<file path="config.mk">
export PLATFORM = sky130hd
export DESIGN_NAME = frame_downloader_flat
export DESIGN_NICKNAME = d
export VERILOG_FILES = /design/src/rtl/frame_downloader_if.sv /design/src/rtl/frame_downloader.sv /design/src/flat_wrapper.sv
export SDC_FILE = /design/constraint.sdc
export NUM_CORES = 1
export LEC_CHECK = 0
export ABC_CLOCK_PERIOD_IN_PS = 8960
export BUFFER_PORTS_ARGS = -buffer_cell sky130_fd_sc_hd__buf_2
export CORE_ASPECT_RATIO = 0.6
export CORE_MARGIN = 5
export CORE_UTILIZATION = 65
export DETAILED_ROUTE_END_ITERATION = 8
export MAX_ROUTING_LAYER = met4
export PLACE_DENSITY = 0.85
export SLEW_MARGIN = 20
export SYNTH_ARGS = -nofsm -noshare
export SYNTH_HDL_FRONTEND = slang
export SYNTH_SLANG_ARGS = --single-unit
</file>
<file path="constraint.sdc">
create_clock -name clk -period 8.96 [get_ports clk]
set_input_delay 0.896 -clock clk [delete_from_list [all_inputs] [get_ports clk]]
set_output_delay 0.896 -clock clk [all_outputs]
set_load 0.05 [all_outputs]
</file>
<file path="src/rtl/frame_downloader_if.sv">
// ---------------------------------------------------------------------------
// frame_downloader_if
// Groups the frame downloader's control, memory and pixel-queue signals.
//   start/base_addr          : begin one frame read at a pixel-unit address
//   read_rq/read_ack         : memory arbitration request and grant
//   mem_rd_en/read_addr      : one-cycle burst read command and its address
//   read_data/read_data_valid: returned burst words
//   queue_full/queue_wr_en/queue_data : tagged 17-bit pixel stream
//   download_done/read_error : frame complete pulse, sticky burst timeout
// Handshake rule: queue_data is a word offered to the queue; it is taken in
// exactly the cycles where queue_wr_en=1 (only possible while queue_full=0),
// and it holds its value for as long as queue_full keeps it from being taken.
// modport master = downloader side, modport slave = memory/queue side.
// ---------------------------------------------------------------------------
interface frame_downloader_if;
    logic        start;
    logic [20:0] base_addr;
    logic        read_rq;
    logic        read_ack;
    logic        mem_rd_en;
    logic [20:0] read_addr;
    logic [31:0] read_data;
    logic        read_data_valid;
    logic        queue_full;
    logic        queue_wr_en;
    logic [16:0] queue_data;
    logic        download_done;
    logic        read_error;

    modport master (
        input  start, base_addr, read_ack, read_data, read_data_valid, queue_full,
        output read_rq, mem_rd_en, read_addr, queue_wr_en, queue_data,
               download_done, read_error
    );

    modport slave (
        output start, base_addr, read_ack, read_data, read_data_valid, queue_full,
        input  read_rq, mem_rd_en, read_addr, queue_wr_en, queue_data,
               download_done, read_error
    );
endinterface

</file>
<file path="src/rtl/frame_downloader.sv">
// ---------------------------------------------------------------------------
// frame_downloader
// Reads a FRAME_WIDTH x FRAME_HEIGHT frame of 16-bit pixels from memory in
// bursts of MEMORY_BURST bytes and streams it into a pixel queue as tagged
// 17-bit words: 17'h10000 frame start, 17'h10001 row start, 17'h1FFFF frame
// end, {1'b0, pixel} for data. Assumes MEMORY_BURST >= 8 and a power of two.
// Ports:
//   clk       : single clock, rising edge
//   reset     : synchronous, active-high
//   bus       : frame_downloader_if.master (control, memory, queue signals)
//   state_dbg : current FSM state encoding
// Optional feature: define FRAME_DOWNLOADER_TIMEOUT_EN to abort a burst that
// has not delivered all its words 32 cycles after mem_rd_en; the frame is then
// closed with the end tag and read_error stays set until reset. Without the
// macro the downloader waits for data indefinitely and read_error is 0.
// ---------------------------------------------------------------------------
module frame_downloader #(
    parameter int MEMORY_BURST = 32,
    parameter int FRAME_WIDTH  = 640,
    parameter int FRAME_HEIGHT = 480
) (
    input  logic               clk,
    input  logic               reset,
    frame_downloader_if.master bus,
    output logic [3:0]         state_dbg
);
    localparam int WPB = MEMORY_BURST / 4;          // words per burst
    localparam int PPB = MEMORY_BURST / 2;          // pixels per burst
    localparam int PIW = $clog2(PPB);
    localparam int WIW = PIW - 1;
    localparam int CW  = $clog2(FRAME_WIDTH + 1);
    localparam int RW  = $clog2(FRAME_HEIGHT + 1);

    localparam logic [16:0] TAG_FS = 17'h10000;
    localparam logic [16:0] TAG_RS = 17'h10001;
    localparam logic [16:0] TAG_FE = 17'h1FFFF;

    typedef enum logic [3:0] {
        IDLE, FRAME_START, ROW_START, READ_REQ, READ_CMD,
        READ_DATA, DRAIN, ROW_CHECK, FRAME_END, DONE
    } state_t;

    state_t          state_q, state_d;
    logic [20:0]     addr_q, addr_d;
    logic [20:0]     rd_addr_q, rd_addr_d;
    logic [CW-1:0]   col_q, col_d;
    logic [RW-1:0]   row_q, row_d;
    logic [WIW-1:0]  widx_q, widx_d;
    logic [PIW-1:0]  pix_idx_q, pix_idx_d;
    logic            pend_q, pend_d;
    logic [16:0]     qdata_q, qdata_d;
    logic [31:0]     word_buf_q [WPB];
    logic [31:0]     word_buf_d [WPB];
`ifdef FRAME_DOWNLOADER_TIMEOUT_EN
    logic [4:0]      tmo_q, tmo_d;
    logic            err_q, err_d;
`endif

    logic            can_load;
    logic [CW-1:0]   rem, n_pix;
    logic [31:0]     cur_word;
    logic [15:0]     cur_pix;

    // The pending word slot can take a new word when empty or when its
    // current word leaves this very cycle.
    assign can_load = !pend_q || !bus.queue_full;

    always_comb begin
        state_d    = state_q;
        addr_d     = addr_q;
        rd_addr_d  = rd_addr_q;
        col_d      = col_q;
        row_d      = row_q;
        widx_d     = widx_q;
        pix_idx_d  = pix_idx_q;
        pend_d     = pend_q && bus.queue_full;
        qdata_d    = qdata_q;
        word_buf_d = word_buf_q;
`ifdef FRAME_DOWNLOADER_TIMEOUT_EN
        tmo_d      = tmo_q;
        err_d      = err_q;
`endif
        // Pixels left in this row, clipped to one burst.
        rem      = CW'(FRAME_WIDTH) - col_q;
        n_pix    = (32'(rem) < PPB) ? rem : CW'(PPB);
        cur_word = word_buf_q[pix_idx_q[PIW-1:1]];
        cur_pix  = pix_idx_q[0] ? cur_word[31:16] : cur_word[15:0];

        case (state_q)
            IDLE: if (bus.start) begin
                addr_d  = bus.base_addr;
                col_d   = '0;
                row_d   = '0;
                state_d = FRAME_START;
            end
            FRAME_START: if (can_load) begin
                pend_d  = 1'b1;
                qdata_d = TAG_FS;
                state_d = ROW_START;
            end
            ROW_START: if (can_load) begin
                pend_d  = 1'b1;
                qdata_d = TAG_RS;
                state_d = READ_REQ;
            end
            READ_REQ: if (bus.read_ack) begin
                rd_addr_d = addr_q;
                state_d   = READ_CMD;
            end
            READ_CMD: begin
                widx_d  = '0;
`ifdef FRAME_DOWNLOADER_TIMEOUT_EN
                tmo_d   = '0;
`endif
                state_d = READ_DATA;
            end
            READ_DATA: begin
                if (bus.read_data_valid) begin
                    word_buf_d[widx_q] = bus.read_data;
                    widx_d             = widx_q + WIW'(1);
                end
                if (bus.read_data_valid && 32'(widx_q) == WPB - 1) begin
                    widx_d    = '0;
                    pix_idx_d = '0;
                    state_d   = DRAIN;
                end
`ifdef FRAME_DOWNLOADER_TIMEOUT_EN
                // 32nd READ_DATA cycle without the last word: abandon frame.
                else if (tmo_q == 5'd31) begin
                    err_d   = 1'b1;
                    widx_d  = '0;
                    state_d = FRAME_END;
                end else begin
                    tmo_d = tmo_q + 5'd1;
                end
`endif
            end
            DRAIN: if (can_load) begin
                pend_d  = 1'b1;
                qdata_d = {1'b0, cur_pix};
                if (32'(pix_idx_q) + 32'd1 >= 32'(n_pix)) begin
                    addr_d    = addr_q + 21'(n_pix);
                    col_d     = col_q + n_pix;
                    pix_idx_d = '0;
                    state_d   = ROW_CHECK;
                end else begin
                    pix_idx_d = pix_idx_q + PIW'(1);
                end
            end
            ROW_CHECK: begin
                if (32'(col_q) < FRAME_WIDTH) begin
                    state_d = READ_REQ;
                end else begin
                    col_d   = '0;
                    row_d   = row_q + RW'(1);
                    state_d = (32'(row_q) + 32'd1 == FRAME_HEIGHT) ? FRAME_END : ROW_START;
                end
            end
            FRAME_END: if (can_load) begin
                pend_d  = 1'b1;
                qdata_d = TAG_FE;
                state_d = DONE;
            end
            DONE:    state_d = IDLE;
            default: state_d = IDLE;
        endcase
    end

    always_ff @(posedge clk) begin
        if (reset) begin
            state_q   <= IDLE;
            addr_q    <= '0;
            rd_addr_q <= '0;
            col_q     <= '0;
            row_q     <= '0;
            widx_q    <= '0;
            pix_idx_q <= '0;
            pend_q    <= 1'b0;
            qdata_q   <= '0;
`ifdef FRAME_DOWNLOADER_TIMEOUT_EN
            tmo_q     <= '0;
            err_q     <= 1'b0;
`endif
        end else begin
            state_q   <= state_d;
            addr_q    <= addr_d;
            rd_addr_q <= rd_addr_d;
            col_q     <= col_d;
            row_q     <= row_d;
            widx_q    <= widx_d;
            pix_idx_q <= pix_idx_d;
            pend_q    <= pend_d;
            qdata_q   <= qdata_d;
`ifdef FRAME_DOWNLOADER_TIMEOUT_EN
            tmo_q     <= tmo_d;
            err_q     <= err_d;
`endif
        end
    end

    // Burst buffer contents are only meaningful after a full capture.
    always_ff @(posedge clk) begin
        word_buf_q <= word_buf_d;
    end

    assign bus.read_rq       = (state_q == READ_REQ) || (state_q == READ_CMD) ||
                               (state_q == READ_DATA);
    assign bus.mem_rd_en     = (state_q == READ_CMD);
    assign bus.read_addr     = rd_addr_q;
    assign bus.queue_wr_en   = pend_q && !bus.queue_full;
    assign bus.queue_data    = qdata_q;
    assign bus.download_done = (state_q == DONE);
`ifdef FRAME_DOWNLOADER_TIMEOUT_EN
    assign bus.read_error    = err_q;
`else
    assign bus.read_error    = 1'b0;
`endif
    assign state_dbg         = state_q;
endmodule

</file>
<file path="src/flat_wrapper.sv">
// flat-port wrapper written by rule: the top's interface ports become plain ports
module frame_downloader_flat 
#(
    parameter int MEMORY_BURST = 32,
    parameter int FRAME_WIDTH  = 640,
    parameter int FRAME_HEIGHT = 480
)
  (clk, reset, state_dbg, bus_start, bus_base_addr, bus_read_ack, bus_read_data, bus_read_data_valid, bus_queue_full, bus_read_rq, bus_mem_rd_en, bus_read_addr, bus_queue_wr_en, bus_queue_data, bus_download_done, bus_read_error);
  frame_downloader_if bus_i ();
  input  logic clk;
  input  logic reset;
  output logic [3:0] state_dbg;
  input wire logic [$bits(bus_i.start)-1:0] bus_start;
  input wire logic [$bits(bus_i.base_addr)-1:0] bus_base_addr;
  input wire logic [$bits(bus_i.read_ack)-1:0] bus_read_ack;
  input wire logic [$bits(bus_i.read_data)-1:0] bus_read_data;
  input wire logic [$bits(bus_i.read_data_valid)-1:0] bus_read_data_valid;
  input wire logic [$bits(bus_i.queue_full)-1:0] bus_queue_full;
  output wire logic [$bits(bus_i.read_rq)-1:0] bus_read_rq;
  output wire logic [$bits(bus_i.mem_rd_en)-1:0] bus_mem_rd_en;
  output wire logic [$bits(bus_i.read_addr)-1:0] bus_read_addr;
  output wire logic [$bits(bus_i.queue_wr_en)-1:0] bus_queue_wr_en;
  output wire logic [$bits(bus_i.queue_data)-1:0] bus_queue_data;
  output wire logic [$bits(bus_i.download_done)-1:0] bus_download_done;
  output wire logic [$bits(bus_i.read_error)-1:0] bus_read_error;
  assign bus_i.start = bus_start;
  assign bus_i.base_addr = bus_base_addr;
  assign bus_i.read_ack = bus_read_ack;
  assign bus_i.read_data = bus_read_data;
  assign bus_i.read_data_valid = bus_read_data_valid;
  assign bus_i.queue_full = bus_queue_full;
  assign bus_read_rq = bus_i.read_rq;
  assign bus_mem_rd_en = bus_i.mem_rd_en;
  assign bus_read_addr = bus_i.read_addr;
  assign bus_queue_wr_en = bus_i.queue_wr_en;
  assign bus_queue_data = bus_i.queue_data;
  assign bus_download_done = bus_i.download_done;
  assign bus_read_error = bus_i.read_error;
  frame_downloader #(.MEMORY_BURST(MEMORY_BURST), .FRAME_WIDTH(FRAME_WIDTH), .FRAME_HEIGHT(FRAME_HEIGHT)) u_core (.clk(clk), .reset(reset), .bus(bus_i), .state_dbg(state_dbg));
endmodule
</file>
==> impl_metrics.py <==
metrics = {
    "clock_tree": {
        "clock_path_buffers": 3,
        "worstSkewPairLatency_ns": 0.55,
        "htreeDepth": 1,
        "cts_tree": "yes",
        "cts_setup_buffers": 0,
        "cts_resized": 0,
        "hold_buffers": 0,
        "cts_root_buffer": "clkbuf_16",
        "clk_pin_slew_ns": 0.07,
        "numCtsBuffers": 30,
        "cts.sinks": 346,
    },
    "synthesis": {
        "avgSynthCellArea_sq_um": 14.0,
        "ys_ff_latch": 346,
        "yosysSeqAreaShare": 0.642,
        "netlist_instances": 1053,
        "synth_edf_count": 256,
        "yosysWarnings": 0,
        "synthArstFlopShare": 0,
        "synth_cell_types": 62,
        "synth_top_flop_cell": "edfxtp_1",
        "syn_area_sq_um": 14800,
    },
    "layout": {
        "layout_common_cells": "256 x edfxtp_1, 116 x nand2_1, 104 x buf_2, 88 x dfxtp_1, 85 x a21oi_1",
        "layout-drive-gt1-share": 0.229,
        "finish.utilization": 0.758,
        "final_nets": 1238,
        "layout_commonest_cell": "edfxtp_1",
        "area_growth_pct": 14.0,
    },
    "die": {
        "rows": 42,
        "io_pins": 106,
        "dieArea_sq_um": 26000,
        "core-area_sq_um": 22200,
        "die_w_um": 205,
        "start_util": 0.665,
        "die_h_um": 127,
    },
    "global_route": {
        "grt_usage": 0.287,
        "grt_max_degree": 95,
        "first_global_vias": 9585,
        "grt_pass1_wl_mm": 55.5,
        "antenna_found_initial": 3,
        "grt_overflow": 0,
    },
    "routing": {
        "drt-pass1-iter-count": 6,
        "ant_nets": 0,
        "vias": 9876,
        "routedWlPerCell_um": 24.5,
        "via_per_inst": 6.64,
        "dr.first_iter.drc_count": 1441,
        "drc_errors": 0,
        "wl_mm": 36.5,
    },
    "power_and_ir_drop": {
        "power_leakage_nw": 5.75,
        "power.internal_mw": 2.71,
        "p_sw_mw": 0.875,
        "power_density_nw_per_um2": 213,
        "pwr-share-clk": 0.393,
        "seqPwrFrac": 0.504,
        "p_comb_frac": 0.103,
        "vdd_drop_max_mv": 0.163,
        "swShare": 0.244,
    },
    "critical_path": {
        "crit_type": "reg2reg",
        "worstSetupEndpointType": "flop",
        "crit_arrival_ns": 5.45,
        "cp_slowest_cell": "nor3_1",
        "path_cells": "nor3_1 > a21oi_1 > xor2_1 > nand3_1 > inv_2 > nand2_1 > inv_1 > ha_1 > a21o_1 > a21o_1 > a211oi_1 > o211ai_1 > a31oi_1 > inv_1 > a311oi_1 > a311oi_1",
        "setup.worst_path.start_class": "flop",
        "required_ns": 9.38,
        "slowest_delay_ns": 0.72,
        "critPathMaxFanout": 11,
    },
    "timing": {
        "skew_ns": 0.0155,
        "fin_ws_ns": 3.93,
        "timing.fmax_mhz": 199,
        "slew_headroom": 0.248,
        "hold_violations": 0,
        "rsz0062_at_grt": "false",
        "slew_violations": 0,
        "layout_min_cycle_time_ns": 5.03,
        "tightest_slew_ns": 1.12,
        "finalSetupViolations": 0,
        "setup_tns_ns": 0,
        "period_share": 0.562,
    },
    "placed_design": {
        "dp_hpwl_mm": 21.4,
        "gp_congestion": 0.953,
        "portBuffers": 104,
        "dp_slack_ns": 4.22,
    },
    "run_status": {
        "status": "finished, final reports clean",
    },
    "worst_hold_path": {
        "min_path_type": "reg2reg",
    },
    "job": {
        "drv_cap": 0,
    },
}
[cell families (layout without fill, tap and decap cells)]
family | Yosys count | after routing | share of synthesized area
flip-flops | 346 | 346 | 0.642
buffers and inverters | 73 | 191 | 0.0189
XOR/XNOR | 18 | 18 | 0.0107
AO/OA/AOI/OAI | 206 | 206 | 0.0862
multiplexers | 87 | 87 | 0.127
adder cells (fa/ha/maj) | 26 | 26 | 0.0230
other | 1 | 10 | 0.000254
AND/OR/NAND/NOR | 296 | 296 | 0.0922
[registers in the layout (all words and copies together), names as in the netlist, 3 cells and up]
signal	cells
u_core.widx_q	3
u_core.word_buf_q	256
u_core.addr_q	21
u_core.pix_idx_q	4
u_core.state_dbg	4
u_core.row_q	9
u_core.col_q	10
u_core.bus.read_addr	21
u_core.bus.queue_data	17
[path summary, 6_finish.rpt]
check	start	slack, ns	cells after the start	end
max	u_core.col_q[2]	3.93	16	u_core.addr_q[19]
min	u_core.bus.read_addr[4]	0.45	2	u_core.bus.read_addr[4]
max reg2reg	u_core.col_q[2]	3.93	16	u_core.addr_q[19]
min reg2reg	u_core.bus.read_addr[4]	0.45	2	u_core.bus.read_addr[4]
[critical path: cells and delay by family (launching register included)]
family,cells,cell delay [ns]
adder cells (fa/ha/maj),1,0.25
AND/OR/NAND/NOR,3,1.22
buffers and inverters,3,0.67
AO/OA/AOI/OAI,8,2.14
flip-flops,1,0.43
XOR/XNOR,1,0.17
[power by group through the flow]
stage	Sequential (mW)	Combinational, mW	Clock, mW
finish	1.81	0.371	1.41
global route	1.81	0.399	1.50
CTS	1.80	0.354	1.42
detailed placement	1.84	0.349	0
global placement	1.84	0.339	0
floorplan	1.84	0.229	0
[layout make-up]
type / count / area, sq um
inverters: 14 / 52.6
fillers: 1295 / 5370
well taps: 308 / 385
multi-input cells: 640 / 5130
diodes: 3 / 7.51
flip-flops and latches: 346 / 9490
clock inverters: 14 / 218
clock buffers: 42 / 857
repair buffers: 121 / 708
[per-layer routing]
layer	part of all wire	GRT usage
met5	0	-
met4	0.026	0.0626
met3	0.096	0.0482
met2	0.47	0.433
met1	0.41	0.422
[stage by stage]
step	area [sq um]	total power, mW	hold WS [ns]	std cells
global placement	15700	2.18	0.435	1426
floorplan	14800	2.07	0.440	1059
detailed placement	15700	2.19	0.442	1426
finish	16900	3.59	0.451	1488
CTS	16800	3.57	0.451	1482
global route	16900	3.71	0.467	1488
[Yosys cell counts (all sizes together), types with 18 or more instances]
cell      n  share of area
edfxtp  256           0.52
nand2   116          0.029
dfxtp    90           0.12
a21oi    85          0.029
mux4     80           0.12
nor2     78          0.020
clkbuf   48          0.012
o21ai    38          0.013
ha       24          0.020
nor3     19         0.0064
nand3    18         0.0061
Power figures use the tool's default switching activity.
